### src/rtl/univ_reg_pkg.sv
// Purpose : shared mode encoding for the universal register.
// Latency : n/a (types and constants only).
// Backpressure: n/a.
package univ_reg_pkg;

    localparam int MODE_W = 3;

    // Per-cycle operation select; values are fixed because they are driven
    // straight from the 3-bit mode port.
    typedef enum logic [MODE_W-1:0] {
        MODE_HOLD = 3'd0,
        MODE_LOAD = 3'd1,
        MODE_SHL  = 3'd2,
        MODE_SHR  = 3'd3,
        MODE_ROL  = 3'd4,
        MODE_ROR  = 3'd5,
        MODE_INC  = 3'd6,
        MODE_DEC  = 3'd7
    } mode_e;

endpackage

### src/rtl/univ_reg_next.sv
// Purpose : combinational next-state and next-carry for univ_reg.
// Latency : zero, pure combinational.
// Backpressure: none; the caller decides whether to commit the result.
//
// Ports: q (current state), mode, d, sin_msb, sin_lsb in;
//        q_next, carry_next out. carry_next is the shift-out / wrap flag
//        the top register stores when UNIV_REG_CARRY_EN is defined.
module univ_reg_next
    import univ_reg_pkg::*;
#(
    parameter int WIDTH = 8
) (
    input  logic [WIDTH-1:0] q,
    input  logic [2:0]       mode,
    input  logic [WIDTH-1:0] d,
    input  logic             sin_msb,
    input  logic             sin_lsb,
    output logic [WIDTH-1:0] q_next,
    output logic             carry_next
);

    localparam logic [WIDTH-1:0] ONE = {{(WIDTH-1){1'b0}}, 1'b1};

    always_comb begin
        q_next     = q;
        carry_next = 1'b0;
        case (mode)
            MODE_HOLD: begin
                q_next     = q;
                carry_next = 1'b0;
            end
            MODE_LOAD: begin
                // Only path through which d reaches the state.
                q_next     = d;
                carry_next = 1'b0;
            end
            MODE_SHL: begin
                q_next     = {q[WIDTH-2:0], sin_lsb};
                carry_next = q[WIDTH-1];
            end
            MODE_SHR: begin
                q_next     = {sin_msb, q[WIDTH-1:1]};
                carry_next = q[0];
            end
            MODE_ROL: begin
                q_next     = {q[WIDTH-2:0], q[WIDTH-1]};
                carry_next = q[WIDTH-1];
            end
            MODE_ROR: begin
                q_next     = {q[0], q[WIDTH-1:1]};
                carry_next = q[0];
            end
            MODE_INC: begin
                // Wraps modulo 2^WIDTH; carry marks the all-ones -> 0 step.
                q_next     = q + ONE;
                carry_next = &q;
            end
            MODE_DEC: begin
                // Wraps modulo 2^WIDTH; borrow marks the 0 -> all-ones step.
                q_next     = q - ONE;
                carry_next = ~|q;
            end
            default: begin
                q_next     = q;
                carry_next = 1'b0;
            end
        endcase
    end

endmodule

### src/rtl/univ_reg.sv
// Purpose : WIDTH-bit universal register (hold/load/shift/rotate/inc/dec).
// Latency : q updates one clk after the sampling edge; sout_*/zero follow q.
// Backpressure: none; en=0 freezes q and carry.
//
// Ports: clk, rst (sync, active-high), en, mode[2:0], d, sin_msb, sin_lsb in;
//        q, sout_msb, sout_lsb, zero, carry out.
// Build option: define UNIV_REG_CARRY_EN to get a registered carry /
//        borrow / shift-out flag; otherwise carry is a constant 0 and no
//        flop exists for it, but the port stays so instances are identical.
module univ_reg
    import univ_reg_pkg::*;
#(
    parameter int          WIDTH       = 8,
    parameter logic [63:0] RESET_VALUE = 64'h0
) (
    input  logic             clk,
    input  logic             rst,
    input  logic             en,
    input  logic [2:0]       mode,
    input  logic [WIDTH-1:0] d,
    input  logic             sin_msb,
    input  logic             sin_lsb,
    output logic [WIDTH-1:0] q,
    output logic             sout_msb,
    output logic             sout_lsb,
    output logic             zero,
    output logic             carry
);

    // Wider reset values are truncated to the register width.
    localparam logic [WIDTH-1:0] RST_Q = RESET_VALUE[WIDTH-1:0];

    logic [WIDTH-1:0] q_q;
    logic [WIDTH-1:0] q_d;
    logic [WIDTH-1:0] q_next;
    logic             carry_next;

    univ_reg_next #(
        .WIDTH (WIDTH)
    ) u_next (
        .q          (q_q),
        .mode       (mode),
        .d          (d),
        .sin_msb    (sin_msb),
        .sin_lsb    (sin_lsb),
        .q_next     (q_next),
        .carry_next (carry_next)
    );

    // en=0 holds; rst overrides both inside the flop process.
    always_comb begin
        q_d = q_q;
        if (en) begin
            q_d = q_next;
        end
    end

    always_ff @(posedge clk) begin
        if (rst) begin
            q_q <= RST_Q;
        end else begin
            q_q <= q_d;
        end
    end

`ifdef UNIV_REG_CARRY_EN
    logic carry_q;
    logic carry_d;

    always_comb begin
        carry_d = carry_q;
        if (en) begin
            carry_d = carry_next;
        end
    end

    always_ff @(posedge clk) begin
        if (rst) begin
            carry_q <= 1'b0;
        end else begin
            carry_q <= carry_d;
        end
    end

    assign carry = carry_q;
`else
    logic unused_carry_next;
    assign unused_carry_next = carry_next;
    assign carry             = 1'b0;
`endif

    assign q        = q_q;
    assign sout_msb = q_q[WIDTH-1];
    assign sout_lsb = q_q[0];
    assign zero     = (q_q == '0);

`ifndef SYNTHESIS
    always_ff @(posedge clk) begin
        assert (WIDTH >= 2) else $error("univ_reg: WIDTH must be at least 2");
    end
`endif

endmodule

### config.mk
export PLATFORM = sky130hd
export DESIGN_NAME = univ_reg
export DESIGN_NICKNAME = d
export VERILOG_FILES = /design/src/rtl/univ_reg_pkg.sv /design/src/rtl/univ_reg_next.sv /design/src/rtl/univ_reg.sv
export SDC_FILE = /design/constraint.sdc
export NUM_CORES = 1
export LEC_CHECK = 0
export BUFFER_PORTS_ARGS = -buffer_cell sky130_fd_sc_hd__buf_4
export CAP_MARGIN = 10
export CORE_MARGIN = 10
export CORE_UTILIZATION = 47
export DETAILED_ROUTE_END_ITERATION = 12
export PLACE_DENSITY_LB_ADDON = 0.12
export SETUP_SLACK_MARGIN = 0.1
export SLEW_MARGIN = 25
export SYNTH_ARGS = -nofsm -noshare
export SYNTH_HDL_FRONTEND = slang
export SYNTH_SLANG_ARGS = --single-unit
### constraint.sdc
create_clock -name clk -period 1.6 [get_ports clk]
set_clock_uncertainty 0.1 [all_clocks]
set_input_delay 0.08 -clock clk [delete_from_list [all_inputs] [get_ports clk]]
set_output_delay 0.08 -clock clk [all_outputs]
set_load 0.02 [all_outputs]
==> reports/qor.yml, run 1 <==
grt:
  grt_overflow_total: 0
  grt_first_pass_wirelength_mm: 5.22
  grt_usage: 0.146
  grt_pass1_vias: 1091
  antenna_found_initial: 0
  grt_start_max_net_pins: 25
timing:
  finalHoldViolCount: 0
  fin_ws_ns: -0.000103
  fmax_mhz: 625
  setup_violations: 1
  finalMaxSlewViolations: 0
  min_period_over_period: 1.00
  tns_ns: -0.000103
  rsz0062_at_grt: "yes"
  period_needed_ns: 1.60
synth:
  synth.area.top_cells: "dfxtp_1 15%, buf_6 6.4%, nor2_1 6.0%"
  netlist_area_um2: 1050
  avgSynthCellArea_um2: 7.22
  synth_common_cells: "17 x nor2_1, 10 x a21oi_1, 8 x dfxtp_1, 8 x nor3_1, 7 x a31oi_1"
  ys_seq_area_frac: 0.152
  yosysWarnings: 0
  syn_nets: 164
  synth_edf_count: 0
  synth-async-reset-ratio: 0
  ys_seq_elements: 8
  ys_types: 44
  ys.flop_type: "dfxtp_1"
  synth_top_cell_area_share: 0.152
  synth_top_cell_by_area: "dfxtp_1"
  yosysMostFrequentCell: "nor2_1"
  netlist_instances: 146
critical_path:
  critical_path_required_ns: 1.67
  max_stage_delay_ns: 0.37
  slowest_stage: "dfxtp_4"
  path_class: "flop to flop"
  critPathArrivalTime_ns: 1.67
  path_buf_inv: 1
  r2r_start: "q[1]$_SDFFE_PP0P_"
  reg2reg_slack_ns: -0.0001
  crit_family: "compound AO/OA/AOI/OAI gates"
  endpoint_kind: "flop"
  crit_chain: "buf_6 -> nor3_4 -> a31oi_1 -> a211oi_2 -> nor4_2 -> o41ai_2"
  cp-start-kind: "flop"
  critPathLaunch: "q[1]$_SDFFE_PP0P_"
  cp_max_fo: 4
cells_and_area:
  nets: 199
  drive_gt1_frac: 0.406
  largest_reg_flops: 8
  instances_no_fill: 208
  antennaDiodeCount: 0
  synthToLayoutAreaGrowth_pct: 40.9
  fin_area_um2: 1490
  fillers: 193
place:
  gp_congestion: 0.919
  placed_cell_area_um2: 1290
  dp_hpwl_mm: 2.37
  place_inst: 198
  port_buffers: 26
  dp_worst_setup_slack_ns: -0.0168
clock_network:
  clock_path_buffers: 2
  htreeDepth: 1
  numCtsBuffers: 3
  clkLatencyLatePin_ns: 0.27
  cts_tree: "built"
  cts_sinks: 8
  cts_root_buf: "clkbuf_4"
  cts.clk_slew.worst_paths_ns: 0.08
detailed_routing:
  drc: 0
  vias_per_cell: 5.98
  drt-initial-drc-count: 90
  first_pass_iters: 4
  totalWireLength_mm: 3.47
  wl_per_cell_um: 16.7
  vias: 1243
  postRouteAntennaNets: 0
power:
  ir_worst_vdd_uv: 373
  p_leak_nw: 0.623
  p_total_w: 0.000916
  pwr_density_cell_nw_per_um2: 616
hold_path:
  hold_path_class: "input pin to flop"
  min_from: "en"
outcome:
  outcome: "finished with violations"
  violations: "setup timing"
floorplanning:
  die_w_um: 67.4
  ioPinCount: 28
  coreArea_um2: 2170
  initial_core_util: 0.486
  die_area_um2: 4540
  std_cell_rows: 17
  die_height_um: 67.4
run:
  maxCapViolCount: 0
==> where the power goes <==
| group | switching [W] | internal [W] | leakage [nW] |
|---|---|---|---|
| combinational | 0.000242 | 0.000231 | 0.540 |
| sequential | 0.0000358 | 0.000216 | 0.0680 |
| clock | 0.0000943 | 0.0000965 | 0.0150 |
==> area by class of cell <==
class                           instances  area [um2]  area share
Sequential cell                         8         170       0.114
Clock buffer                            4        26.3      0.0177
Tap cell                               28        35.0      0.0236
Timing Repair Buffer                   48         387       0.260
Inverter                                6        22.5      0.0152
Multi-Input combinational cell        114         846       0.569
==> layout by cell type (no fill, tap or decap), drive strengths merged, types with 4 or more instances in the layout <==
cell type | netlist | layout
a31oi | 7 | 7
nor2b | 6 | 6
inv | 6 | 6
buf | 15 | 47
dfxtp | 8 | 8
mux2i | 5 | 5
clkbuf | 2 | 4
nor2 | 17 | 17
nor3 | 9 | 9
a211oi | 6 | 6
nand2 | 6 | 6
o21ai | 6 | 6
a21oi | 10 | 10
nand2b | 4 | 4
==> layer usage <==
layer	GRT usage	vias up	routed length [um]
met2	0.232	61	1670
met3	0.0331	10	288
met4	0.0487	0	97
li1	-	607	-
met5	0	-	0
met1	0.189	565	1420
==> timing repair <==
action,CTS,global route
cloned,0,0
hold endpoints to repair,3,0
pin swaps,8,11
endpoints found under the setup margin,7,7
hold buffers,1,0
setup buffers,3,2
gates resized for setup,10,14
==> worst reg2reg max path: stages, from the launching register on <==
cell      delay, ns
dfxtp_4        0.37
buf_6          0.12
nor3_4         0.25
a31oi_1        0.13
a211oi_2       0.18
nor4_2         0.08
o41ai_2        0.26
==> cells by family after synthesis <==
family | after synthesis | synth area share
and+or+nand+nor | 55 | 0.274
AOI/OAI and AO/OA | 47 | 0.308
buffers and inverters | 24 | 0.158
DFF | 8 | 0.152
muxes | 5 | 0.0475
xor gates and xnor gates | 4 | 0.0332
adders and majority gates | 2 | 0.0237
other | 1 | 0.00356
==> final timing paths <==
kind,endpoint,cells after the start
setup / recovery,q[5]$_SDFFE_PP0P_,6
hold / removal,q[3]$_SDFFE_PP0P_,3
setup reg to reg,q[5]$_SDFFE_PP0P_,6
hold reg to reg,q[5]$_SDFFE_PP0P_,2
==> through the flow <==
| stage | hold WS [ns] | utilization |
|---|---|---|
| after global routing | 0.0593 | 0.685 |
| final | 0.0337 | 0.685 |
| after detailed placement | 0.256 | 0.595 |
| after CTS | 0.0334 | 0.645 |
| after floorplan | 0.143 | - |
| after global placement | 0.253 | 0.595 |
Power figures use the tool's default switching activity.
==> run 2: changes to the inputs <==
--- a/config.mk
+++ b/config.mk
@@ -8,11 +8,12 @@
 export BUFFER_PORTS_ARGS = -buffer_cell sky130_fd_sc_hd__buf_4
 export CAP_MARGIN = 10
 export CORE_MARGIN = 10
-export CORE_UTILIZATION = 47
+export CORE_UTILIZATION = 48
 export DETAILED_ROUTE_END_ITERATION = 12
 export PLACE_DENSITY_LB_ADDON = 0.12
 export SETUP_SLACK_MARGIN = 0.1
 export SLEW_MARGIN = 25
 export SYNTH_ARGS = -nofsm -noshare
 export SYNTH_HDL_FRONTEND = slang
+export SYNTH_HIERARCHICAL = 1
 export SYNTH_SLANG_ARGS = --single-unit
==> run 2 against run 1 <==
The run still ends with setup timing left; global-route usage grew 3.7 points; critical path depth grew 1; synthesized area grew 6.3%; combinational power grew 30%; hold slack gained 0.072 ns; die area grew 2.9%; sequential share of layout area shrank 1.4 points; critical path type unchanged.
==> reports/qor.yml, run 2 <==
clock_network:
  htreeDepth: 1  # unchanged
  cts_sinks: 8  # unchanged
  cts.clk_slew.worst_paths_ns: 0.06  # was 0.08 ns
  clock_path_buffers: 2  # unchanged
  clkLatencyLatePin_ns: 0.24  # was 0.27 ns
  cts_root_buf: "clkbuf_4"  # unchanged
  cts_tree: "built"  # unchanged
  numCtsBuffers: 3  # unchanged
hold_path:
  hold_path_class: "input pin to flop"  # unchanged
  holdPathStages: 3  # unchanged
critical_path:
  critical_path_required_ns: 1.64  # was 1.67 ns
  critPathArrivalTime_ns: 2.09  # was 1.67 ns
  cp-start-kind: "flop"  # unchanged
  r2r-end: "q[7]$_SDFFE_PP0P_"  # was q[5]$_SDFFE_PP0P_
  critPathLaunch: "q[3]$_SDFFE_PP0P_"  # was q[1]$_SDFFE_PP0P_
  worst_r2r_path_depth: 7  # was 6
  endpoint_kind: "flop"  # unchanged
  cp_max_fo: 3  # was 4
  critPathCapture: "q[7]$_SDFFE_PP0P_"  # was q[5]$_SDFFE_PP0P_
  reg2reg_slack_ns: -0.46  # was -0.0001 ns
  r2r_start: "q[3]$_SDFFE_PP0P_"  # was q[1]$_SDFFE_PP0P_
  path_class: "flop to flop"  # unchanged
cells_and_area:
  nets: 230  # was 199
  seq_area_um2: 178  # was 170 um2
  fillers: 158  # was 193
  most-common-layout-cells: "58 x buf_4, 19 x nor2_1, 16 x mux2i_1"  # was 43 x buf_4, 15 x nor2_1, 9 x a21oi_1
  multi_input_area_um2: 1000  # was 846 um2
  final_common_cell: "buf_4"  # unchanged
  antennaDiodeCount: 0  # unchanged
  drive_gt1_frac: 0.495  # was 0.406
  synthToLayoutAreaGrowth_pct: 57.6  # was 40.9%
  instances_no_fill: 240  # was 208
  largest_reg_flops: 8  # unchanged
synth:
  netlist_area_um2: 1120  # was 1050 um2
  netlist_instances: 162  # was 146
  syn_nets: 179  # was 164
  avgSynthCellArea_um2: 6.92  # was 7.22 um2
  yosysWarnings: 6  # was 0
place:
  dp_worst_setup_slack_ns: -0.327  # was -0.0168 ns
  port_buffers: 26  # unchanged
  dp_hpwl_mm: 2.91  # was 2.37 mm
  gp_congestion: 0.950  # was 0.919
  place_inst: 227  # was 198
grt:
  grt_start_max_net_pins: 24  # was 25
  grt_pass1_vias: 1442  # was 1091
  grt_first_pass_wirelength_mm: 6.84  # was 5.22 mm
  grt_usage: 0.183  # was 0.146
  grt_overflow_total: 0  # unchanged
  antenna_found_initial: 0  # unchanged
power:
  ir_worst_vdd_uv: 589  # was 373 uV
  p_total_w: 0.00101  # was 0.000916 W
  p_leak_nw: 0.785  # was 0.623 nW
  pwr_density_cell_nw_per_um2: 571  # was 616 nW/um2
detailed_routing:
  vias: 1520  # was 1243
  wl_per_cell_um: 19.5  # was 16.7 um
  drc: 0  # unchanged
  totalWireLength_mm: 4.67  # was 3.47 mm
  first_pass_iters: 5  # was 4
  vias_per_cell: 6.33  # was 5.98
  drt-initial-drc-count: 195  # was 90
  postRouteAntennaNets: 0  # unchanged
timing:
  tns_ns: -1.81  # was -0.000103 ns
  rsz0062_at_grt: "yes"  # unchanged
  min_period_over_period: 1.29  # was 1.00
  setup_violations: 7  # was 1
  finalHoldViolCount: 0  # unchanged
  period_needed_ns: 2.06  # was 1.60 ns
  fmax_mhz: 486  # was 625 MHz
  finalMaxSlewViolations: 0  # unchanged
  fin_ws_ns: -0.457  # was -0.000103 ns
floorplanning:
  std_cell_rows: 17  # unchanged
  die_area_um2: 4670  # was 4540 um2
  initial_core_util: 0.507  # was 0.486
  die_height_um: 68.3  # was 67.4 um
  coreArea_um2: 2210  # was 2170 um2
  die_w_um: 68.3  # was 67.4 um
  ioPinCount: 28  # unchanged
run:
  maxCapViolCount: 0  # unchanged
outcome:
  outcome: "finished with violations"  # unchanged
  violations: "setup timing"  # unchanged
run 2: worst min-delay path by stage:
stage | end | slack [ns] | start
after floorplan | q[1]$_SDFFE_PP0P_ | 0.26 | rst
after global placement | q[1]$_SDFFE_PP0P_ | 0.20 | rst
after detailed placement | q[5]$_SDFFE_PP0P_ | 0.21 | rst
after CTS | q[5]$_SDFFE_PP0P_ | 0.1 | en
after global routing | q[7]$_SDFFE_PP0P_ | 0.12 | en
final | q[5]$_SDFFE_PP0P_ | 0.11 | en
run 2: layer usage:
| layer | part of all wire | vias up | wire length [um] | GRT usage |
|---|---|---|---|---|
| met5 | 0 | - | 0 | 0 |
| met2 | 0.48 | 110 | 2220 | 0.313 |
| met4 | 0.034 | 0 | 161 | 0.0503 |
| met3 | 0.097 | 19 | 454 | 0.0326 |
| met1 | 0.39 | 702 | 1830 | 0.227 |
| li1 | - | 689 | - | - |
run 2: final cells by class:
type,instances,area share
well taps,28,0.0198
repair buffers,65,0.292
flip-flops and latches,8,0.101
multi-input cells,132,0.566
clock buffers,4,0.0149
inverters,3,0.00637
run 2: what timing repair did:
item,in CTS,in global routing
hold endpoints to repair,8,0
setup buffers,8,2
resized for setup,24,21
pin swaps,21,18
hold buffers,1,0
endpoints found under the setup margin,8,8
run 2: power by group:
| group | switching (W) | total [W] | internal [W] |
|---|---|---|---|
| Sequential | 0.0000225 | 0.000236 | 0.000214 |
| Clock | 0.0000636 | 0.000159 | 0.0000951 |
| Combinational | 0.000310 | 0.000613 | 0.000304 |
run 2: metrics by stage:
step / util / cell area, um2 / hold slack (ns)
final: 0.799 / 1770 / 0.105
after global routing: 0.799 / 1770 / 0.123
after CTS: 0.758 / 1680 / 0.0971
after detailed placement: 0.678 / 1500 / 0.210
after global placement: 0.678 / 1500 / 0.203
after floorplan: - / 1160 / 0.262
run 2: worst max-delay path: stages, from the launching register on:
cell and delay [ns]:
dfxtp_2 0.33, or3_4 0.42, or3b_4 0.40, a21oi_4 0.13, mux2i_1 0.23, o311ai_1 0.13
mux2i_1 0.15, nor2_1 0.05
==> run 3: changes to the inputs <==
--- a/config.mk
+++ b/config.mk
@@ -10,6 +10,7 @@
 export CORE_MARGIN = 10
 export CORE_UTILIZATION = 48
 export DETAILED_ROUTE_END_ITERATION = 12
+export GPL_TIMING_DRIVEN = 0
 export PLACE_DENSITY_LB_ADDON = 0.12
 export SETUP_SLACK_MARGIN = 0.1
 export SLEW_MARGIN = 25
==> run 3 against run 2 <==
The flow still finishes with violations (setup timing); global-route usage shrank 2.0 points; first-iteration DRC count down 24%; utilization decreased by 7.2 points; largest cell class unchanged; highest routed layer unchanged.
==> reports/qor.yml, run 3 (synthesis results as in run 2) <==
outcome:
  outcome: "finished with violations"  # unchanged
  violations: "setup timing"  # unchanged
detailed_routing:
  vias: 1424  # was 1520
  drc: 0  # unchanged
  wl_per_cell_um: 16.8  # was 19.5 um
  postRouteAntennaNets: 0  # unchanged
  vias_per_cell: 6.19  # was 6.33
  drt-initial-drc-count: 149  # was 195
  first_pass_iters: 5  # unchanged
  totalWireLength_mm: 3.86  # was 4.67 mm
grt:
  grt_pass1_vias: 1325  # was 1442
  antenna_found_initial: 0  # unchanged
  grt_busiest_layer: "met2"  # unchanged
  grt_first_pass_wirelength_mm: 6.05  # was 6.84 mm
  grt_use_met3: 0.0294  # was 0.0326
  grt_start_max_net_pins: 13  # was 24
  grt_util_met1: 0.198  # was 0.227
  grt_overflow_total: 0  # unchanged
  grt_usage: 0.162  # was 0.183
  grtUsageMet2: 0.271  # was 0.313
timing:
  finalHoldViolCount: 0  # unchanged
  rsz0062_at_grt: "yes"  # unchanged
  holdWs_ns: 0.0487  # was 0.105 ns
  min_period_over_period: 1.34  # was 1.29
  fmax_mhz: 465  # was 486 MHz
  setup_violations: 8  # was 7
  finalMaxSlewViolations: 0  # unchanged
  period_needed_ns: 2.15  # was 2.06 ns
  fin_ws_ns: -0.551  # was -0.457 ns
cells_and_area:
  synthToLayoutAreaGrowth_pct: 43.3  # was 57.6%
  most-common-layout-cells: "36 x buf_4, 20 x nor2_1, 18 x mux2i_1"  # was 58 x buf_4, 19 x nor2_1, 16 x mux2i_1
  fin_util: 0.726  # was 0.799
  fin_area_um2: 1610  # was 1770 um2
  drive_gt1_frac: 0.431  # was 0.495
  largest_reg_flops: 8  # unchanged
  instances_no_fill: 230  # was 240
  antennaDiodeCount: 0  # unchanged
  final_common_cell: "buf_4"  # unchanged
  nets: 220  # was 230
floorplanning:
  ioPinCount: 28  # unchanged
  die_height_um: 68.3  # unchanged
  die_area_um2: 4670  # unchanged
  die_w_um: 68.3  # unchanged
  std_cell_rows: 17  # unchanged
  initial_core_util: 0.507  # unchanged
  coreArea_um2: 2210  # unchanged
critical_path:
  critical_path_required_ns: 1.62  # was 1.64 ns
  slowest_stage: "or3b_4"  # was or3_4
  endpoint_kind: "flop"  # unchanged
  critPathArrivalTime_ns: 2.17  # was 2.09 ns
  crit_chain: "buf_6 -> or3_4 -> or3b_4 -> a21oi_2 -> mux2i_1 -> o311ai_1 -> mux2i_1 -> nor2_1"  # was or3_4 -> or3b_4 -> a21oi_4 -> mux2i_1 -> o311ai_1 -> mux2i_1 -> nor2_1
  critPathCapture: "q[7]$_SDFFE_PP0P_"  # unchanged
  critPathLaunch: "q[4]$_SDFFE_PP0P_"  # was q[3]$_SDFFE_PP0P_
  r2r_start: "q[4]$_SDFFE_PP0P_"  # was q[3]$_SDFFE_PP0P_
  r2r-end: "q[7]$_SDFFE_PP0P_"  # unchanged
  path_class: "flop to flop"  # unchanged
  max_stage_delay_ns: 0.38  # was 0.42 ns
  worst_r2r_path_depth: 8  # was 7
  reg2reg_slack_ns: -0.55  # was -0.46 ns
  cp_max_fo: 6  # was 3
  crit_path_frequent_cell: "mux2i_1"  # unchanged
  cp-start-kind: "flop"  # unchanged
place:
  place_inst: 214  # was 227
  dp_worst_setup_slack_ns: -0.756  # was -0.327 ns
  port_buffers: 24  # was 26
  gp_congestion: 0.894  # was 0.950
  placed_cell_area_um2: 1370  # was 1500 um2
  dp_hpwl_mm: 2.62  # was 2.91 mm
hold_path:
  min_from: "rst"  # was en
  hold_path_class: "input pin to flop"  # unchanged
clock_network:
  cts_root_buf: "clkbuf_4"  # unchanged
  clock_path_buffers: 2  # unchanged
  cts.clk_slew.worst_paths_ns: 0.05  # was 0.06 ns
  clkLatencyLatePin_ns: 0.24  # about the same
  htreeDepth: 1  # unchanged
  numCtsBuffers: 3  # unchanged
  cts_sinks: 8  # unchanged
  cts_tree: "built"  # unchanged
power:
  ir_worst_vdd_uv: 520  # was 589 uV
  p_leak_nw: 0.715  # was 0.785 nW
  pwr_density_cell_nw_per_um2: 563  # was 571 nW/um2
run:
  maxCapViolCount: 0  # unchanged
run 3: worst max-delay path, delay by kind of cell (launching register included):
family                 cells  cell delay [ns]
DFF                        1             0.34
buffers and inverters      1             0.12
AOI/OAI and AO/OA          2             0.26
muxes                      2             0.39
and+or+nand+nor            3             0.80
run 3: what timing repair did:
action	CTS	global route
pin swaps	14	18
buffers inserted	7	7
setup endpoints to repair	9	9
hold buffers	0	0
resized for setup	14	25
run 3: stage by stage:
stage / TNS, ns / total power [W]
2_1_floorplan: -1.17 / 0.000533
3_3_place_gp: -2.96 / 0.000651
3_5_place_dp: -3.11 / 0.000659
4_1_cts: -2.06 / 0.000851
5_1_grt: -3.35 / 0.000975
6_report: -2.58 / 0.000904
run 3: report_power, final:
| part | internal, W | leakage (nW) | switching [W] |
|---|---|---|---|
| registers | 0.000214 | 0.0696 | 0.0000264 |
| clock network | 0.0000948 | 0.0150 | 0.0000597 |
| logic | 0.000247 | 0.630 | 0.000262 |
| total | 0.000556 | 0.715 | 0.000348 |
run 3: cell type report:
cell class | instances | area, um2
plain buffers | 19 | 120
multi-input cells | 132 | 953
flip-flops and latches | 8 | 179
inverters | 3 | 11.3
fillers | 198 | 606
repair buffers | 36 | 282
well taps | 28 | 35.0
clock buffers | 4 | 26.3
run 3: worst min-delay path by stage:
stage	to	slack, ns	cells past startpoint
floorplan	q[1]$_SDFFE_PP0P_	0.26	2
global placement	q[6]$_SDFFE_PP0P_	0.31	2
detailed placement	q[1]$_SDFFE_PP0P_	0.32	2
CTS	q[5]$_SDFFE_PP0P_	0.07	2
global route	q[5]$_SDFFE_PP0P_	0.07	2
finish	q[1]$_SDFFE_PP0P_	0.05	2
run 3: layer usage:
layer / vias to the layer above / wire length, um
li1: 671 / -
met1: 640 / 1530
met2: 91 / 1890
met3: 22 / 327
met4: 0 / 114
met5: - / 0
